[src/rtl/id_ex_stage_reg_if.sv]
// ID/EX stage bundle: ID-side fields, writeback bypass, pipeline control and EX-side results.
// master = decode/control side driving ID inputs; slave = the ID/EX register.
interface id_ex_stage_reg_if #(
    parameter int DATA_WIDTH = 32,
    parameter int ADDR_WIDTH = 5,
    parameter int CTRL_WIDTH = 16,
    parameter int CNT_WIDTH  = 16
);
    logic                  stall_i;
    logic                  flush_i;
    logic                  id_valid_i;
    logic [ADDR_WIDTH-1:0] id_rs1_i;
    logic [ADDR_WIDTH-1:0] id_rs2_i;
    logic [ADDR_WIDTH-1:0] id_rd_i;
    logic [DATA_WIDTH-1:0] id_rd1_i;
    logic [DATA_WIDTH-1:0] id_rd2_i;
    logic [DATA_WIDTH-1:0] id_imm_i;
    logic [DATA_WIDTH-1:0] id_pc_i;
    logic [CTRL_WIDTH-1:0] id_ctrl_i;
    logic                  wb_we_i;
    logic [ADDR_WIDTH-1:0] wb_rd_i;
    logic [DATA_WIDTH-1:0] wb_wd_i;

    logic                  ex_valid_o;
    logic [ADDR_WIDTH-1:0] ex_rs1_o;
    logic [ADDR_WIDTH-1:0] ex_rs2_o;
    logic [ADDR_WIDTH-1:0] ex_rd_o;
    logic [DATA_WIDTH-1:0] ex_op1_o;
    logic [DATA_WIDTH-1:0] ex_op2_o;
    logic [DATA_WIDTH-1:0] ex_imm_o;
    logic [DATA_WIDTH-1:0] ex_pc_o;
    logic [CTRL_WIDTH-1:0] ex_ctrl_o;
    logic                  hazard_stall_o;
    logic [CNT_WIDTH-1:0]  bubble_cnt_o;

    modport master (
        output stall_i, flush_i, id_valid_i, id_rs1_i, id_rs2_i, id_rd_i,
               id_rd1_i, id_rd2_i, id_imm_i, id_pc_i, id_ctrl_i,
               wb_we_i, wb_rd_i, wb_wd_i,
        input  ex_valid_o, ex_rs1_o, ex_rs2_o, ex_rd_o, ex_op1_o, ex_op2_o,
               ex_imm_o, ex_pc_o, ex_ctrl_o, hazard_stall_o, bubble_cnt_o
    );

    modport slave (
        input  stall_i, flush_i, id_valid_i, id_rs1_i, id_rs2_i, id_rd_i,
               id_rd1_i, id_rd2_i, id_imm_i, id_pc_i, id_ctrl_i,
               wb_we_i, wb_rd_i, wb_wd_i,
        output ex_valid_o, ex_rs1_o, ex_rs2_o, ex_rd_o, ex_op1_o, ex_op2_o,
               ex_imm_o, ex_pc_o, ex_ctrl_o, hazard_stall_o, bubble_cnt_o
    );
endinterface

[src/rtl/id_ex_stage_reg.sv]
// ID/EX pipeline register with load-use bubble insertion; optional WB->ID bypass via IDEX_WB_BYPASS_EN.
// Latency: one cycle from ID inputs to ex_* outputs; hazard_stall_o is combinational.
// Backpressure: stall_i freezes all state, flush_i overrides stall; a load-use hazard inserts a bubble.
module id_ex_stage_reg #(
    parameter int DATA_WIDTH = 32,
    parameter int ADDR_WIDTH = 5,
    parameter int CTRL_WIDTH = 16,
    parameter int LOAD_BIT   = 3,
    parameter int CNT_WIDTH  = 16
) (
    input logic               clk,
    input logic               rst_n,
    id_ex_stage_reg_if.slave  bus
);
    logic                  ex_valid_q;
    logic [ADDR_WIDTH-1:0] ex_rs1_q, ex_rs2_q, ex_rd_q;
    logic [DATA_WIDTH-1:0] ex_op1_q, ex_op2_q, ex_imm_q, ex_pc_q;
    logic [CTRL_WIDTH-1:0] ex_ctrl_q;
    logic [CNT_WIDTH-1:0]  bubble_cnt_q;

    logic                  ld_hazard;
    logic                  bubble_evt;
    logic [DATA_WIDTH-1:0] op1_nxt, op2_nxt;

    // Both sources are treated as read, so non-using instructions may stall needlessly.
    assign ld_hazard = ex_valid_q && ex_ctrl_q[LOAD_BIT] && (ex_rd_q != '0) && bus.id_valid_i &&
                       ((ex_rd_q == bus.id_rs1_i) || (ex_rd_q == bus.id_rs2_i)) && !bus.flush_i;

    assign bubble_evt = bus.flush_i || (!bus.stall_i && ld_hazard);

    always_comb begin
        op1_nxt = bus.id_rd1_i;
        op2_nxt = bus.id_rd2_i;
`ifdef IDEX_WB_BYPASS_EN
        if (bus.wb_we_i && (bus.wb_rd_i != '0) && (bus.wb_rd_i == bus.id_rs1_i)) op1_nxt = bus.wb_wd_i;
        if (bus.wb_we_i && (bus.wb_rd_i != '0) && (bus.wb_rd_i == bus.id_rs2_i)) op2_nxt = bus.wb_wd_i;
`endif
        if (bus.id_rs1_i == '0) op1_nxt = '0;
        if (bus.id_rs2_i == '0) op2_nxt = '0;
    end

`ifndef IDEX_WB_BYPASS_EN
    logic unused_wb;
    assign unused_wb = ^{bus.wb_we_i, bus.wb_rd_i, bus.wb_wd_i};
`endif

    always_ff @(posedge clk or negedge rst_n) begin
        if (!rst_n) begin
            ex_valid_q <= 1'b0;
            ex_rs1_q   <= '0;
            ex_rs2_q   <= '0;
            ex_rd_q    <= '0;
            ex_op1_q   <= '0;
            ex_op2_q   <= '0;
            ex_imm_q   <= '0;
            ex_pc_q    <= '0;
            ex_ctrl_q  <= '0;
        end else if (bus.flush_i) begin
            ex_valid_q <= 1'b0;
            ex_rs1_q   <= '0;
            ex_rs2_q   <= '0;
            ex_rd_q    <= '0;
            ex_op1_q   <= '0;
            ex_op2_q   <= '0;
            ex_imm_q   <= '0;
            ex_pc_q    <= '0;
            ex_ctrl_q  <= '0;
        end else if (bus.stall_i) begin
            ex_valid_q <= ex_valid_q;
        end else if (ld_hazard) begin
            // Bubble: only valid/ctrl are cleared, data fields are don't-care and simply hold.
            ex_valid_q <= 1'b0;
            ex_ctrl_q  <= '0;
        end else begin
            ex_valid_q <= bus.id_valid_i;
            ex_rs1_q   <= bus.id_rs1_i;
            ex_rs2_q   <= bus.id_rs2_i;
            ex_rd_q    <= bus.id_rd_i;
            ex_op1_q   <= op1_nxt;
            ex_op2_q   <= op2_nxt;
            ex_imm_q   <= bus.id_imm_i;
            ex_pc_q    <= bus.id_pc_i;
            ex_ctrl_q  <= bus.id_valid_i ? bus.id_ctrl_i : '0;
        end
    end

    always_ff @(posedge clk or negedge rst_n) begin
        if (!rst_n) begin
            bubble_cnt_q <= '0;
        end else if (bubble_evt && (bubble_cnt_q != '1)) begin
            bubble_cnt_q <= bubble_cnt_q + CNT_WIDTH'(1);
        end
    end

    assign bus.ex_valid_o     = ex_valid_q;
    assign bus.ex_rs1_o       = ex_rs1_q;
    assign bus.ex_rs2_o       = ex_rs2_q;
    assign bus.ex_rd_o        = ex_rd_q;
    assign bus.ex_op1_o       = ex_op1_q;
    assign bus.ex_op2_o       = ex_op2_q;
    assign bus.ex_imm_o       = ex_imm_q;
    assign bus.ex_pc_o        = ex_pc_q;
    assign bus.ex_ctrl_o      = ex_ctrl_q;
    assign bus.hazard_stall_o = ld_hazard;
    assign bus.bubble_cnt_o   = bubble_cnt_q;
endmodule

[src/flat_wrapper.sv]
// flat-port wrapper written by rule: the top's interface ports become plain ports
module id_ex_stage_reg_flat 
#(
    parameter int DATA_WIDTH = 32,
    parameter int ADDR_WIDTH = 5,
    parameter int CTRL_WIDTH = 16,
    parameter int LOAD_BIT   = 3,
    parameter int CNT_WIDTH  = 16
)
  (clk, rst_n, bus_stall_i, bus_flush_i, bus_id_valid_i, bus_id_rs1_i, bus_id_rs2_i, bus_id_rd_i, bus_id_rd1_i, bus_id_rd2_i, bus_id_imm_i, bus_id_pc_i, bus_id_ctrl_i, bus_wb_we_i, bus_wb_rd_i, bus_wb_wd_i, bus_ex_valid_o, bus_ex_rs1_o, bus_ex_rs2_o, bus_ex_rd_o, bus_ex_op1_o, bus_ex_op2_o, bus_ex_imm_o, bus_ex_pc_o, bus_ex_ctrl_o, bus_hazard_stall_o, bus_bubble_cnt_o);
  id_ex_stage_reg_if #(.DATA_WIDTH(DATA_WIDTH), .ADDR_WIDTH(ADDR_WIDTH), .CTRL_WIDTH(CTRL_WIDTH), .CNT_WIDTH(CNT_WIDTH)) bus_i ();
  input logic clk;
  input logic rst_n;
  input wire logic [$bits(bus_i.stall_i)-1:0] bus_stall_i;
  input wire logic [$bits(bus_i.flush_i)-1:0] bus_flush_i;
  input wire logic [$bits(bus_i.id_valid_i)-1:0] bus_id_valid_i;
  input wire logic [$bits(bus_i.id_rs1_i)-1:0] bus_id_rs1_i;
  input wire logic [$bits(bus_i.id_rs2_i)-1:0] bus_id_rs2_i;
  input wire logic [$bits(bus_i.id_rd_i)-1:0] bus_id_rd_i;
  input wire logic [$bits(bus_i.id_rd1_i)-1:0] bus_id_rd1_i;
  input wire logic [$bits(bus_i.id_rd2_i)-1:0] bus_id_rd2_i;
  input wire logic [$bits(bus_i.id_imm_i)-1:0] bus_id_imm_i;
  input wire logic [$bits(bus_i.id_pc_i)-1:0] bus_id_pc_i;
  input wire logic [$bits(bus_i.id_ctrl_i)-1:0] bus_id_ctrl_i;
  input wire logic [$bits(bus_i.wb_we_i)-1:0] bus_wb_we_i;
  input wire logic [$bits(bus_i.wb_rd_i)-1:0] bus_wb_rd_i;
  input wire logic [$bits(bus_i.wb_wd_i)-1:0] bus_wb_wd_i;
  output wire logic [$bits(bus_i.ex_valid_o)-1:0] bus_ex_valid_o;
  output wire logic [$bits(bus_i.ex_rs1_o)-1:0] bus_ex_rs1_o;
  output wire logic [$bits(bus_i.ex_rs2_o)-1:0] bus_ex_rs2_o;
  output wire logic [$bits(bus_i.ex_rd_o)-1:0] bus_ex_rd_o;
  output wire logic [$bits(bus_i.ex_op1_o)-1:0] bus_ex_op1_o;
  output wire logic [$bits(bus_i.ex_op2_o)-1:0] bus_ex_op2_o;
  output wire logic [$bits(bus_i.ex_imm_o)-1:0] bus_ex_imm_o;
  output wire logic [$bits(bus_i.ex_pc_o)-1:0] bus_ex_pc_o;
  output wire logic [$bits(bus_i.ex_ctrl_o)-1:0] bus_ex_ctrl_o;
  output wire logic [$bits(bus_i.hazard_stall_o)-1:0] bus_hazard_stall_o;
  output wire logic [$bits(bus_i.bubble_cnt_o)-1:0] bus_bubble_cnt_o;
  assign bus_i.stall_i = bus_stall_i;
  assign bus_i.flush_i = bus_flush_i;
  assign bus_i.id_valid_i = bus_id_valid_i;
  assign bus_i.id_rs1_i = bus_id_rs1_i;
  assign bus_i.id_rs2_i = bus_id_rs2_i;
  assign bus_i.id_rd_i = bus_id_rd_i;
  assign bus_i.id_rd1_i = bus_id_rd1_i;
  assign bus_i.id_rd2_i = bus_id_rd2_i;
  assign bus_i.id_imm_i = bus_id_imm_i;
  assign bus_i.id_pc_i = bus_id_pc_i;
  assign bus_i.id_ctrl_i = bus_id_ctrl_i;
  assign bus_i.wb_we_i = bus_wb_we_i;
  assign bus_i.wb_rd_i = bus_wb_rd_i;
  assign bus_i.wb_wd_i = bus_wb_wd_i;
  assign bus_ex_valid_o = bus_i.ex_valid_o;
  assign bus_ex_rs1_o = bus_i.ex_rs1_o;
  assign bus_ex_rs2_o = bus_i.ex_rs2_o;
  assign bus_ex_rd_o = bus_i.ex_rd_o;
  assign bus_ex_op1_o = bus_i.ex_op1_o;
  assign bus_ex_op2_o = bus_i.ex_op2_o;
  assign bus_ex_imm_o = bus_i.ex_imm_o;
  assign bus_ex_pc_o = bus_i.ex_pc_o;
  assign bus_ex_ctrl_o = bus_i.ex_ctrl_o;
  assign bus_hazard_stall_o = bus_i.hazard_stall_o;
  assign bus_bubble_cnt_o = bus_i.bubble_cnt_o;
  id_ex_stage_reg #(.DATA_WIDTH(DATA_WIDTH), .ADDR_WIDTH(ADDR_WIDTH), .CTRL_WIDTH(CTRL_WIDTH), .LOAD_BIT(LOAD_BIT), .CNT_WIDTH(CNT_WIDTH)) u_core (.clk(clk), .rst_n(rst_n), .bus(bus_i));
endmodule
[config.mk]
export PLATFORM = sky130hd
export DESIGN_NAME = id_ex_stage_reg_flat
export DESIGN_NICKNAME = d
export VERILOG_FILES = /design/src/rtl/id_ex_stage_reg_if.sv /design/src/rtl/id_ex_stage_reg.sv /design/src/flat_wrapper.sv
export SDC_FILE = /design/constraint.sdc
export NUM_CORES = 1
export LEC_CHECK = 0
export CORE_AREA = 2 2 147 149
export CTS_CLUSTER_SIZE = 40
export DETAILED_ROUTE_END_ITERATION = 6
export DIE_AREA = 0 0 149 151
export HOLD_SLACK_MARGIN = 0.02
export PLACE_DENSITY = 0.73
export SLEW_MARGIN = 20
export SYNTH_ARGS = -nofsm -noshare
export SYNTH_HDL_FRONTEND = slang
export SYNTH_SLANG_ARGS = --single-unit
[constraint.sdc]
create_clock -name clk -period 3.43 [get_ports clk]
set_input_delay 0.5145 -clock clk [delete_from_list [all_inputs] [get_ports clk]]
set_output_delay 0.5145 -clock clk [all_outputs]
set_load 0.1 [all_outputs]
==> reports/results.txt <==
Status = finished, final reports clean
Cts hold-fix bufs = 0
H-tree depth = 4
Max Cap Viol = 0
Initial antenna violation count = 0
Crit path kind = in2out
Reg2reg end = u_core.bus.bubble_cnt_o[1]$_DFFE_PN0P_
Worst setup margin = 707.1 ps
Initial Util = 35.86%
Crit-path cells = clkdlybuf4s50_1, xnor2_1, nand3_1, o22ai_4, nand2_1, nor2_2, buf_12
Req. time, crit path = 2920 ps
Worst Tran Pin Value = 1033 ps
Mapped Area = 0.007466 mm2
Vias per cell = 5.019
Worst-path fanout max = 4
Sequential fraction of the synthesis area = 58.99%
DRT antenna net count = 0
Reg2reg start = u_core.bus.bubble_cnt_o[0]$_DFFE_PN0P_
CTS tree = yes
Pwr dens = 527.8 mW/mm2
Dpl hpwl = 15780 um
Final Net Count = 1236
Vias = 6620
Setup TNS = 0 ps
Vias in the first global route = 6575
Post-CTS Repair Setup Buffers = 0
Largest net degree at the start of global routing = 88
Worst-path clk slew = 70 ps
Number of flops mapped to enable cells by yosys = 0
Hold Vio Cnt, Final = 0
Routed wire length = 23180 um
Clk root buf = clkbuf_16
Post-synthesis cell count = 721
DR WL/cell = 17.57 um
Top_reg_cell synth = dfrtp_1
# clock sinks = 176
Commonest non-fill, non-tap cells in the layout = 332 x clkdlybuf4s50_1, 176 x dfrtp_1, 167 x nand2_1, 79 x a21oi_1
CTS resizes = 0
Leakage Power = 5.196 nW
Worst min path class = in2async
1st-iter DRT viols = 281
Final worst-path cycle share = 79.39%
Slowest CP cell = clkdlybuf4s50_1
RSZ-0062 raised after global routing = no
Area growth, synth to finish = 55.87%
Max Slew Vio Count = 0
Commonest non-fill, non-tap cell in the layout = clkdlybuf4s50_1
Total GRT Usage = 19.86%
Fin util = 55.89%
F_max = 0.3673 GHz
Buffers on Ports = 340
Worst skew pair latency = 420 ps
Worst Path Arrival = 2210 ps
Fill cell count = 1876
Skew final = 11.17 ps
Ys async rst share = 100.0%
Setup slack after placement = 687.8 ps
Die area = 0.02250 mm2
Max Buffers Root-to-Sink = 2
Warnings, synthesis = 0
Die Height = 151 um
Flop2flop setup slack = 1170 ps
Hold WS = 90.16 ps
Max VDD drop = 0.3760 mV
Post-synth cell types = 32
Net count after synthesis = 924
Minimum clock period = 2723 ps
Core area = 0.02082 mm2
Avg Cell Area, Syn = 10.35 um2
Placer Congestion = 0.7762
Crit start category = primary input
Cell row count = 53
DRT Pass-1 Iters = 4
Layout cells sized above 1 = 12.16%
Cts bufs inserted = 17
N_diodes = 0
IO Count = 379
FF+latch count, synth = 176
Crit path largest cell delay = 530 ps
# setup viols final = 0
Total grt overflow = 0
Die Wd = 149 um
First-pass GRT wire length = 35160 um
Max-slew headroom = 30.90%
Crit. End Element = output pin
Reg2reg path depth = 6
Overall power = 6.142 mW
DRC errors left = 0
[sequential cells by signal (all words and copies together) (netlist names)]
register / flops
u_core.bus.ex_ctrl_o: 16
u_core.bus.ex_imm_o: 32
u_core.bus.ex_op1_o: 32
u_core.bus.ex_op2_o: 32
u_core.bus.ex_pc_o: 32
u_core.bus.ex_valid_o: 1
u_core.bus.bubble_cnt_o: 16
u_core.bus.ex_rd_o: 5
u_core.bus.ex_rs2_o: 5
u_core.bus.ex_rs1_o: 5
[routing by layer]
metal | vias to the layer above | track usage, % | part of all wire, %
met5 | - | 0 | 0
met4 | 0 | 6.762 | 1.8
met3 | 28 | 7.440 | 9.2
met2 | 249 | 32.65 | 48
met1 | 3224 | 24.12 | 41
li1 | 3119 | - | -
[cell families after synthesis]
group / Yosys count / share of synthesized area (%)
DFF: 176 / 58.99
and+or+nand+nor: 283 / 17.09
AOI/OAI and AO/OA: 169 / 16.07
xor gates and xnor gates: 25 / 2.933
buffers and inverters: 66 / 4.592
adders and majority gates: 1 / 0.1676
muxes: 1 / 0.1508
[worst max-delay path by stage]
| stage | endpoint | start | cells after the start |
|---|---|---|---|
| detailed placement | u_core.bus.ex_imm_o[26]$_DFFE_PN0P_ | bus_id_rs2_i[1] | 8 |
| CTS | bus_hazard_stall_o | bus_id_rs1_i[2] | 7 |
| finish | bus_hazard_stall_o | bus_id_rs1_i[2] | 7 |
| global placement | bus_hazard_stall_o | bus_id_rs2_i[1] | 7 |
| global route | bus_hazard_stall_o | bus_id_rs1_i[4] | 7 |
| floorplan | bus_hazard_stall_o | u_core.bus.ex_rd_o[2]$_DFFE_PN0P_ | 5 |
[critical path, delay by kind of cell]
kind	cells	cell delay (ps)
XOR/XNOR	1	140
AND/OR/NAND/NOR	3	500
buffers and inverters	2	720
AO/OA/AOI/OAI	1	320
[cell usage after synthesis (2+ instances only)]
cell	number	area, um2
and4_1	2	17.52
nor4_1	2	12.51
inv_1	4	15.01
nand4_1	3	18.77
dfrtp_1	176	4404
and2_1	2	12.51
nor2_1	26	97.59
buf_4	3	22.52
a31o_2	64	560.5
nand2_1	167	626.9
buf_6	8	90.09
nand3_1	6	30.03
a21oi_4	2	32.53
xnor2_1	13	113.9
xor2_1	12	105.1
clkbuf_1	30	112.6
and3_1	64	400.4
a21oi_1	81	405.4
buf_2	19	95.09
a32oi_1	16	140.1
nor3_1	10	50.05
[per-stage QoR]
step | std cells | instance area [um2]
CTS | 1319 | 11640
floorplan | 721 | 7468
global route | 1319 | 11640
detailed placement | 1289 | 11070
finish | 1319 | 11640
global placement | 1289 | 11070
[report_power, final]
group	internal [mW]	leakage (nW)	total (mW)	switching [mW]
combinational	0.539	2.59	1.92	1.38
clock	1.03	0.269	1.90	0.867
sequential	2.21	2.34	2.33	0.114
total	3.78	5.20	6.14	2.36
[area by class of cell]
type / count / area [um2] / share of cell area (%)
Clock buffer: 18 / 439.2 / 3.774
Clock inverter: 12 / 127.6 / 1.097
Inverter: 5 / 18.77 / 0.1613
Multi-Input combinational cell: 479 / 2736 / 23.51
Sequential cell: 176 / 4404 / 37.85
Tap cell: 275 / 344.1 / 2.957
Timing Repair Buffer: 354 / 3567 / 30.65
No activity file was read; power rests on OpenSTA's default activity.
